`src/rtl/wb_pkg.sv`:
```
// Shared types and constants for the writeback arbiter and its scoreboard.
package wb_pkg;

    localparam int XLEN   = 64;
    localparam int NREG   = 32;
    localparam int REG_AW = 5;

    // One producer result headed for the register file write port.
    typedef struct packed {
        logic [REG_AW-1:0] rd;
        logic [XLEN-1:0]   data;
    } wb_req_t;

    // Which producer won the most recent accept; drives the round-robin tie-break.
    typedef enum logic {
        GNT_ALU = 1'b0,
        GNT_MEM = 1'b1
    } grant_e;

endpackage

```
`src/rtl/wb_scoreboard.sv`:
```
// Per-register pending-write scoreboard. A bit is set when an instruction
// writing that register issues and cleared when the register file captures
// the write. x0 never goes busy.
module wb_scoreboard
    import wb_pkg::*;
(
    input  logic              clk,
    input  logic              rst_n,
    input  logic              set_valid_i,
    input  logic [REG_AW-1:0] set_rd_i,
    input  logic              clr_valid_i,
    input  logic [REG_AW-1:0] clr_rd_i,
    input  logic [REG_AW-1:0] rs1_i,
    input  logic [REG_AW-1:0] rs2_i,
    output logic              rs1_busy_o,
    output logic              rs2_busy_o,
    output logic [NREG-1:0]   busy_o
);

    logic [NREG-1:0] busy_q;
    logic [NREG-1:0] busy_d;

    // Next busy vector: clear first so a same-edge set of the same register wins.
    always_comb begin
        // NOTE: busy_d starts from the held value so every path assigns it and no latch is inferred.
        busy_d = busy_q;
        if (clr_valid_i) begin
            busy_d[clr_rd_i] = 1'b0;
        end
        if (set_valid_i) begin
            busy_d[set_rd_i] = 1'b1;
        end
        busy_d[0] = 1'b0;
    end

    // Busy register with synchronous reset.
    always_ff @(posedge clk) begin
        // NOTE: the busy vector is state issue logic reads directly, so unlike a data RAM it must be reset.
        if (!rst_n) begin
            busy_q <= '0;
        end else begin
            // NOTE: non-blocking so every flop samples pre-edge values regardless of block ordering.
            busy_q <= busy_d;
        end
    end

    assign rs1_busy_o = busy_q[rs1_i];
    assign rs2_busy_o = busy_q[rs2_i];
    assign busy_o     = busy_q;

    // Issuing to a register that already has a pending write (and is not
    // being retired at the same edge) would lose track of one of the writes.
    a_no_waw: assert property (@(posedge clk) disable iff (!rst_n)
        !(set_valid_i && (set_rd_i != '0) && busy_q[set_rd_i] &&
          !(clr_valid_i && (clr_rd_i == set_rd_i))));

endmodule

```
`src/rtl/wb_arbiter.sv`:
```
// Writeback stage: round-robin merge of ALU and MEM results onto the single
// register file write port through a one-cycle output register, plus the
// busy scoreboard that issue logic uses to stall on RAW hazards.
module wb_arbiter #(
    parameter int XLEN = wb_pkg::XLEN,  // must match wb_pkg::XLEN (wb_req_t width)
    parameter int NREG = wb_pkg::NREG   // fixed by the 5-bit register address
) (
    input  logic                      clk,
    input  logic                      rst_n,
    input  logic                      alu_valid,
    output logic                      alu_ready,
    input  logic [wb_pkg::REG_AW-1:0] alu_rd,
    input  logic [XLEN-1:0]           alu_data,
    input  logic                      mem_valid,
    output logic                      mem_ready,
    input  logic [wb_pkg::REG_AW-1:0] mem_rd,
    input  logic [XLEN-1:0]           mem_data,
    input  logic                      issue_valid,
    input  logic [wb_pkg::REG_AW-1:0] issue_rd,
    input  logic [wb_pkg::REG_AW-1:0] rs1,
    input  logic [wb_pkg::REG_AW-1:0] rs2,
    output logic                      rs1_busy,
    output logic                      rs2_busy,
    output logic [NREG-1:0]           busy,
    output logic                      rd_write,
    output logic [wb_pkg::REG_AW-1:0] rd,
    output logic [XLEN-1:0]           rd_data
);

    import wb_pkg::*;

    wb_req_t           alu_req;
    wb_req_t           mem_req;
    wb_req_t           win_req;
    logic              alu_gnt;
    logic              mem_gnt;
    logic              accept;

    grant_e            last_grant_q;
    grant_e            last_grant_d;
    logic              rd_write_q;
    logic              rd_write_d;
    logic [REG_AW-1:0] rd_q;
    logic [REG_AW-1:0] rd_d;
    logic [XLEN-1:0]   rd_data_q;
    logic [XLEN-1:0]   rd_data_d;

    assign alu_req = '{rd: alu_rd, data: alu_data};
    assign mem_req = '{rd: mem_rd, data: mem_data};

    // Round-robin grant: a lone valid source wins; on a tie the source that
    // was not served last wins. Nothing is granted while reset is asserted.
    always_comb begin
        alu_gnt = 1'b0;
        mem_gnt = 1'b0;
        if (rst_n) begin
            if (alu_valid && mem_valid) begin
                if (last_grant_q == GNT_MEM) begin
                    alu_gnt = 1'b1;
                end else begin
                    mem_gnt = 1'b1;
                end
            end else begin
                alu_gnt = alu_valid;
                mem_gnt = mem_valid;
            end
        end
    end

    assign alu_ready = alu_gnt;
    assign mem_ready = mem_gnt;
    assign accept    = alu_gnt || mem_gnt;
    assign win_req   = alu_gnt ? alu_req : mem_req;

    // Next-state for the output register and the round-robin pointer. rd and
    // rd_data follow every accept (even x0); the write strobe only fires for
    // a real destination.
    always_comb begin
        last_grant_d = last_grant_q;
        rd_d         = rd_q;
        rd_data_d    = rd_data_q;
        rd_write_d   = 1'b0;
        if (accept) begin
            last_grant_d = alu_gnt ? GNT_ALU : GNT_MEM;
            rd_d         = win_req.rd;
            rd_data_d    = win_req.data;
            rd_write_d   = (win_req.rd != '0);
        end
    end

    // Output register and grant history; reset leaves MEM as last winner so
    // the first tie goes to the ALU.
    always_ff @(posedge clk) begin
        if (!rst_n) begin
            last_grant_q <= GNT_MEM;
            rd_write_q   <= 1'b0;
            rd_q         <= '0;
            rd_data_q    <= '0;
        end else begin
            last_grant_q <= last_grant_d;
            rd_write_q   <= rd_write_d;
            rd_q         <= rd_d;
            rd_data_q    <= rd_data_d;
        end
    end

    assign rd_write = rd_write_q;
    assign rd       = rd_q;
    assign rd_data  = rd_data_q;

    // The scoreboard retires a register at the same edge the register file
    // captures it, so the busy bit drops once the file already holds the value.
    wb_scoreboard u_scoreboard (
        .clk         (clk),
        .rst_n       (rst_n),
        .set_valid_i (issue_valid),
        .set_rd_i    (issue_rd),
        .clr_valid_i (rd_write_q),
        .clr_rd_i    (rd_q),
        .rs1_i       (rs1),
        .rs2_i       (rs2),
        .rs1_busy_o  (rs1_busy),
        .rs2_busy_o  (rs2_busy),
        .busy_o      (busy)
    );

    // A result for a real register must have been announced at issue.
    a_accept_busy: assert property (@(posedge clk) disable iff (!rst_n)
        !(accept && (win_req.rd != '0) && !busy[win_req.rd]));

endmodule

```
`config.mk`:
```
export PLATFORM = sky130hd
export DESIGN_NAME = wb_arbiter
export DESIGN_NICKNAME = d
export VERILOG_FILES = /design/src/rtl/wb_pkg.sv /design/src/rtl/wb_scoreboard.sv /design/src/rtl/wb_arbiter.sv
export SDC_FILE = /design/constraint.sdc
export NUM_CORES = 1
export LEC_CHECK = 0
export ABC_AREA = 1
export CORE_UTILIZATION = 40
export CTS_CLUSTER_DIAMETER = 200
export DETAILED_ROUTE_END_ITERATION = 8
export PLACE_DENSITY = 0.87
export SYNTH_ARGS = -nofsm -noshare
export SYNTH_HDL_FRONTEND = slang
export SYNTH_SLANG_ARGS = --single-unit
```
`constraint.sdc`:
```
create_clock -name clk -period 4 [get_ports clk]
set_clock_uncertainty 0.15 [all_clocks]
set_input_delay 0.6 -clock clk [delete_from_list [all_inputs] [get_ports clk]]
set_output_delay 0.6 -clock clk [all_outputs]
set_load 0.01 [all_outputs]
```
==> results.toml, run 1 <==
[synth]
synth_fp_nets = 900
ys.warnings.count = 0
synth_cell_types = 18
synthTopCellsByArea = "dfxtp_1, nand2_1, nand3_1"
synth_top_area_share_pct = 40.97
yosysMostFrequentCell = "nand2_1"
ys_seq_elements = 102
synthFlopType = "dfxtp_1"
synth_common_cells = "nand2_1, nand3_1, dfxtp_1"
ys_seq_area_share_pct = 40.97
synth_top_cell_by_area = "dfxtp_1"
async_flop_share_pct = 0
avgSynthCellArea_um2 = 6.716
netlist_area_um2 = 4984
syn_inst = 742
synth_edf_count = 0

[setup_path]
crit_required_ns = 3.25
max_stage_delay_ns = 0.68
crit_path_top_delay_cell = "clkdlybuf4s50_1"
crit_path_end_kind = "output pin"
worstPathCellList = "clkdlybuf4s50_1 > inv_1 > nand3_1 > nand3_1 > nand2_1 > nand2_1 > nand2_1 > nand2_1 > nand2_1 > clkdlybuf4s50_1"
cp_max_fo = 9
r2r_slack_ns = 1.98
timing.rr.end = "rd_write"
cp.arrival_ns = 2.53
r2r_cells = 9
crit_top_cell = "nand2_1"
reg2reg_from = "last_grant_q"
crit_path_start_kind = "primary input"
crit_type = "in -> out"

[power_and_ir_drop]
power_density_nw_per_um2 = 319.4
clkPwrFrac_pct = 34.6
comb_power_share_pct = 21.8
p_sw_share_pct = 26.43
switching_power_uw = 670.4
power.leakage_uw = 0.003002
peakVddDrop_uv = 182.4
p_int_uw = 1866
power_frac_seq_pct = 43.7

[min_path]
min_from = "rd_data[60]"
hp-class = "reg -> reg"
holdPathStages = 2
holdPathEnd = "rd_data[60]"

[sta]
rsz0062_at_grt = "no"
hold_viol = 0
relSlewSlack_pct = 14.16
period_share_pct = 81.88
tns_ns = 0
drv_slew = 0
finalCriticalPeriod_ns = 3.275
fmax_ghz = 0.3053
setup_viol = 0
worst_pin_slew_ns = 1.278

[flow_run]
drv_cap = 0

[floorplan]
rows = 40
die_h_um = 113.6
die_x_um = 113.6
num_io_pins = 264
dieArea_um2 = 12910
initial_core_util_pct = 41.32
core_area_um2 = 12060

[drt]
ant_nets = 0
vias_per_cell = 5.286
num_vias = 6074
first_pass_iters = 5
first_iter_violations = 443
finalWirelength_mm = 18.76
drc_errors = 0
wire_per_inst_um = 16.33

[cts]
clk_pin_slew_ns = 0.07
postCtsSetupRepairBufs = 0
post_cts_resized = 0
cts_sinks = 102
clock_path_buffers = 2
cts_tree = "built"
htreeDepth = 3
cts-root-buf = "clkbuf_16"
postCtsHoldBufs = 0
cts_made_buffers = 9
worstSkewPairLatency_ns = 0.34

[global_route]
antenna_found_initial = 0
first_global_vias = 5651
grt_max_degree = 73
grt.total_usage_pct = 28.91
grt_pass1_wl_mm = 29.06
overflow = 0

[cells_and_area]
antenna_cells = 0
fill_cells = 1003
final_util_pct = 65.83
syn_to_final_growth_pct = 59.33
final_layout_size_suffix_gt1_share_pct = 2.854
nets = 1135

[place]
gp_congestion = 0.9554
io_buffer_count = 262
hpwl_mm = 13.98

[run_status]
outcome = "complete, no violations"
==> through the flow <==
stage                     instances  instance area, um^2  setup slack (ns)  hold WS (ns)  power [uW]
after CTS                      1149                 7940            0.7383        0.3406        2545
final                          1149                 7940            0.7247        0.3371        2536
after detailed placement       1134                 7649            0.7460        0.3297        1678
after global routing           1149                 7940            0.5674        0.3523        2651
after global placement         1134                 7649            0.7596        0.3271        1675
after floorplan                 742                 4984             1.748        0.3320        1354
==> power by group through the flow <==
stage / Combinational (uW) / Sequential [uW] / Clock, uW
after floorplan: 207 / 1150 / 0
after global placement: 546 / 1130 / 0
after detailed placement: 549 / 1130 / 0
after CTS: 552 / 1110 / 886
after global routing: 596 / 1110 / 943
final: 552 / 1110 / 877
==> sequential cells by signal, summed over array words and instances (netlist names) <==
name / flops
last_grant_q: 1
rd_data: 64
rd: 5
u_scoreboard.busy_o: 31
rd_write: 1
==> placed cells by master, fill, tap and decap left out <==
cell type,synthesis,final
buf_12,0,1
clkbuf_1,19,2
conb_1,1,1
a21oi_4,0,1
bufinv_16,0,1
a31oi_1,51,51
clkbuf_16,0,9
nand3_1,126,126
o21ai_0,34,34
dfxtp_1,102,102
nand2_2,1,1
clkbuf_8,0,1
inv_1,49,49
nor3_1,12,12
clkinvlp_4,0,2
clkdlybuf4s50_1,0,262
a21oi_1,31,31
nand2_1,261,261
nor2_1,3,3
inv_2,4,4
o211ai_1,19,19
buf_4,5,8
==> worst max path at each step <==
| stage | end | startpoint | cells after the start |
|---|---|---|---|
| global placement | rs2_busy | rs2[1] | 10 |
| CTS | rs1_busy | rs1[1] | 10 |
| floorplan | rs2_busy | rs2[0] | 10 |
| global route | rs1_busy | rs1[1] | 10 |
| finish | rs2_busy | rs2[1] | 10 |
| detailed placement | rs1_busy | rs1[1] | 10 |
==> routing by layer <==
metal	wire, um	GRT usage, %	vias to the layer above	share of wire, %
li1	-	-	2953	-
met1	7212	33.31	2772	38
met2	9141	48.33	289	49
met3	1528	8.236	60	8.1
met4	879	15.96	0	4.7
met5	0	0	-	0
==> area by class of cell <==
class | count | area, um^2 | share of cell area (%)
sequential | 102 | 2042 | 25.72
multi-input combinational | 540 | 2495 | 31.42
timing repair buffer | 271 | 2703 | 34.04
clock inverter | 3 | 45.04 | 0.5673
tap | 168 | 210.2 | 2.647
clock buffer | 12 | 246.5 | 3.104
inverter | 53 | 198.9 | 2.506
==> worst max-delay path, delay by kind of cell <==
family | cells | cell delay [ns]
and+or+nand+nor | 7 | 0.48
buffers and inverters | 3 | 1.44
==> logic make-up after synthesis <==
family	count (synthesis)	synth area share [%]
AO/OA/AOI/OAI	136	15.97
buffers and inverters	100	9.114
flip-flops	102	40.97
other	1	0.07525
AND/OR/NAND/NOR	403	33.87
Power figures use the tool's default switching activity.
==> inputs of run 2 (changes only) <==
==> constraint.sdc (replaced) <==
create_clock -name clk -period 3.2 [get_ports clk]
set_clock_uncertainty 0.15 [all_clocks]
set_input_delay 0.48 -clock clk [delete_from_list [all_inputs] [get_ports clk]]
set_output_delay 0.48 -clock clk [all_outputs]
set_load 0.01 [all_outputs]
==> results.toml, run 2 (synthesis results as in run 1) <==
[place]
gp_congestion = 0.9386
pre_cts_ws_ns = 0.2628
io_buffer_count = 262
hpwl_mm = 14.18

[global_route]
first_global_vias = 5740
grt.total_usage_pct = 29.49
antenna_found_initial = 0
overflow = 0
grt_max_degree = 73
grt_pass1_wl_mm = 29.67

[cts]
postCtsSetupRepairBufs = 0
cts_tree = "built"
cts_made_buffers = 9
worstSkewPairLatency_ns = 0.35
clock_path_buffers = 2
postCtsHoldBufs = 0
clk_pin_slew_ns = 0.06
cts_sinks = 102
htreeDepth = 3
post_cts_resized = 0
cts-root-buf = "clkbuf_16"

[setup_path]
reg2reg_from = "last_grant_q"
crit_path_end_kind = "output pin"
crit_path_start_kind = "primary input"
r2r_cells = 9
cp.arrival_ns = 2.34
crit_required_ns = 2.57
cp_max_fo = 15
crit_type = "in -> out"
r2r_slack_ns = 1.20
timing.rr.end = "rd_write"

[cells_and_area]
fill_cells = 1011
syn_to_final_growth_pct = 61.24
final_layout_size_suffix_gt1_share_pct = 3.647
layout_commonest_cell = "clkdlybuf4s50_1"
multi_input_area_um2 = 2495
seq_area_um2 = 2042
layout_common_cells = "clkdlybuf4s50_1, nand2_1, nand3_1"
nets = 1140
largest_reg_flops = 64

[drt]
vias_per_cell = 5.304
ant_nets = 0
finalWirelength_mm = 19.31
num_vias = 6131
drc_errors = 0
wire_per_inst_um = 16.71
first_iter_violations = 500
first_pass_iters = 6

[floorplan]
die_x_um = 113.6
core_area_um2 = 12060
rows = 40
dieArea_um2 = 12910
initial_core_util_pct = 41.32
die_h_um = 113.6
num_io_pins = 264

[sta]
rsz0062_at_grt = "no"
worst_pin_slew_ns = 0.9374
relSlewSlack_pct = 37.41
period_share_pct = 92.67
fmax_ghz = 0.3372
hold_viol = 0
finalCriticalPeriod_ns = 2.965
setup_ws_ns = 0.2346
setup_viol = 0
tns_ns = 0
drv_slew = 0

[power_and_ir_drop]
power_density_nw_per_um2 = 417.2
power.leakage_uw = 0.003063
peakVddDrop_uv = 223.4

[flow_run]
drv_cap = 0

[min_path]
holdPathStages = 2
hp-class = "reg -> reg"
holdPathEnd = "rd_data[14]"
min_from = "rd_data[14]"

[run_status]
outcome = "complete, no violations"
## run 2: layout make-up
cell class	count	area share, %
repair buffers	276	34.10
inverters	53	2.476
clock inverters	7	1.510
well taps	168	2.616
multi-input cells	540	31.05
diodes	1	0.03114
flip-flops and latches	102	25.41
clock buffers	9	2.803
## run 2: per-layer routing
| metal | wire (um) | up-vias | GRT usage [%] |
|---|---|---|---|
| met4 | 798 | 0 | 14.91 |
| met3 | 1565 | 50 | 7.120 |
| li1 | - | 2972 | - |
| met5 | 0 | - | 0 |
| met2 | 9612 | 317 | 51.34 |
| met1 | 7338 | 2792 | 33.65 |
## run 2: power breakdown
part / total, uW / switching (uW) / internal, uW
clock network: 1270 / 501 / 769
logic: 696 / 322 / 374
registers: 1390 / 50.1 / 1340
## run 2: through the flow
step | utilization [%] | instance area (um^2) | hold WS (ns) | power (uW) | instances
2_1_floorplan | - | 4984 | 0.3320 | 1693 | 742
3_3_place_gp | 63.72 | 7686 | 0.3262 | 2096 | 1139
3_5_place_dp | 63.72 | 7686 | 0.3314 | 2103 | 1139
4_1_cts | 66.60 | 8033 | 0.3408 | 3362 | 1155
5_1_grt | 66.60 | 8033 | 0.3576 | 3476 | 1155
6_report | 66.62 | 8035 | 0.3405 | 3352 | 1156
## run 2: how the worst max path moves through the flow
stage,end,cells past startpoint,start
after global routing,rs1_busy,11,rs1[0]
after CTS,rs1_busy,11,rs1[0]
after floorplan,rs2_busy,10,rs2[0]
final,rs1_busy,11,rs1[0]
after global placement,rs1_busy,11,rs1[0]
after detailed placement,rs2_busy,11,rs2[0]
## run 2: worst max-delay path, stage by stage
cell	delay, ns
clkdlybuf4s50_1	0.42
inv_1	0.34
nand2_1	0.10
nand3_1	0.09
nand3_1	0.08
nand2_1	0.07
nand2_1	0.04
nand2_1	0.06
nand2_1	0.05
nand2_1	0.07
clkdlybuf4s50_1	0.53
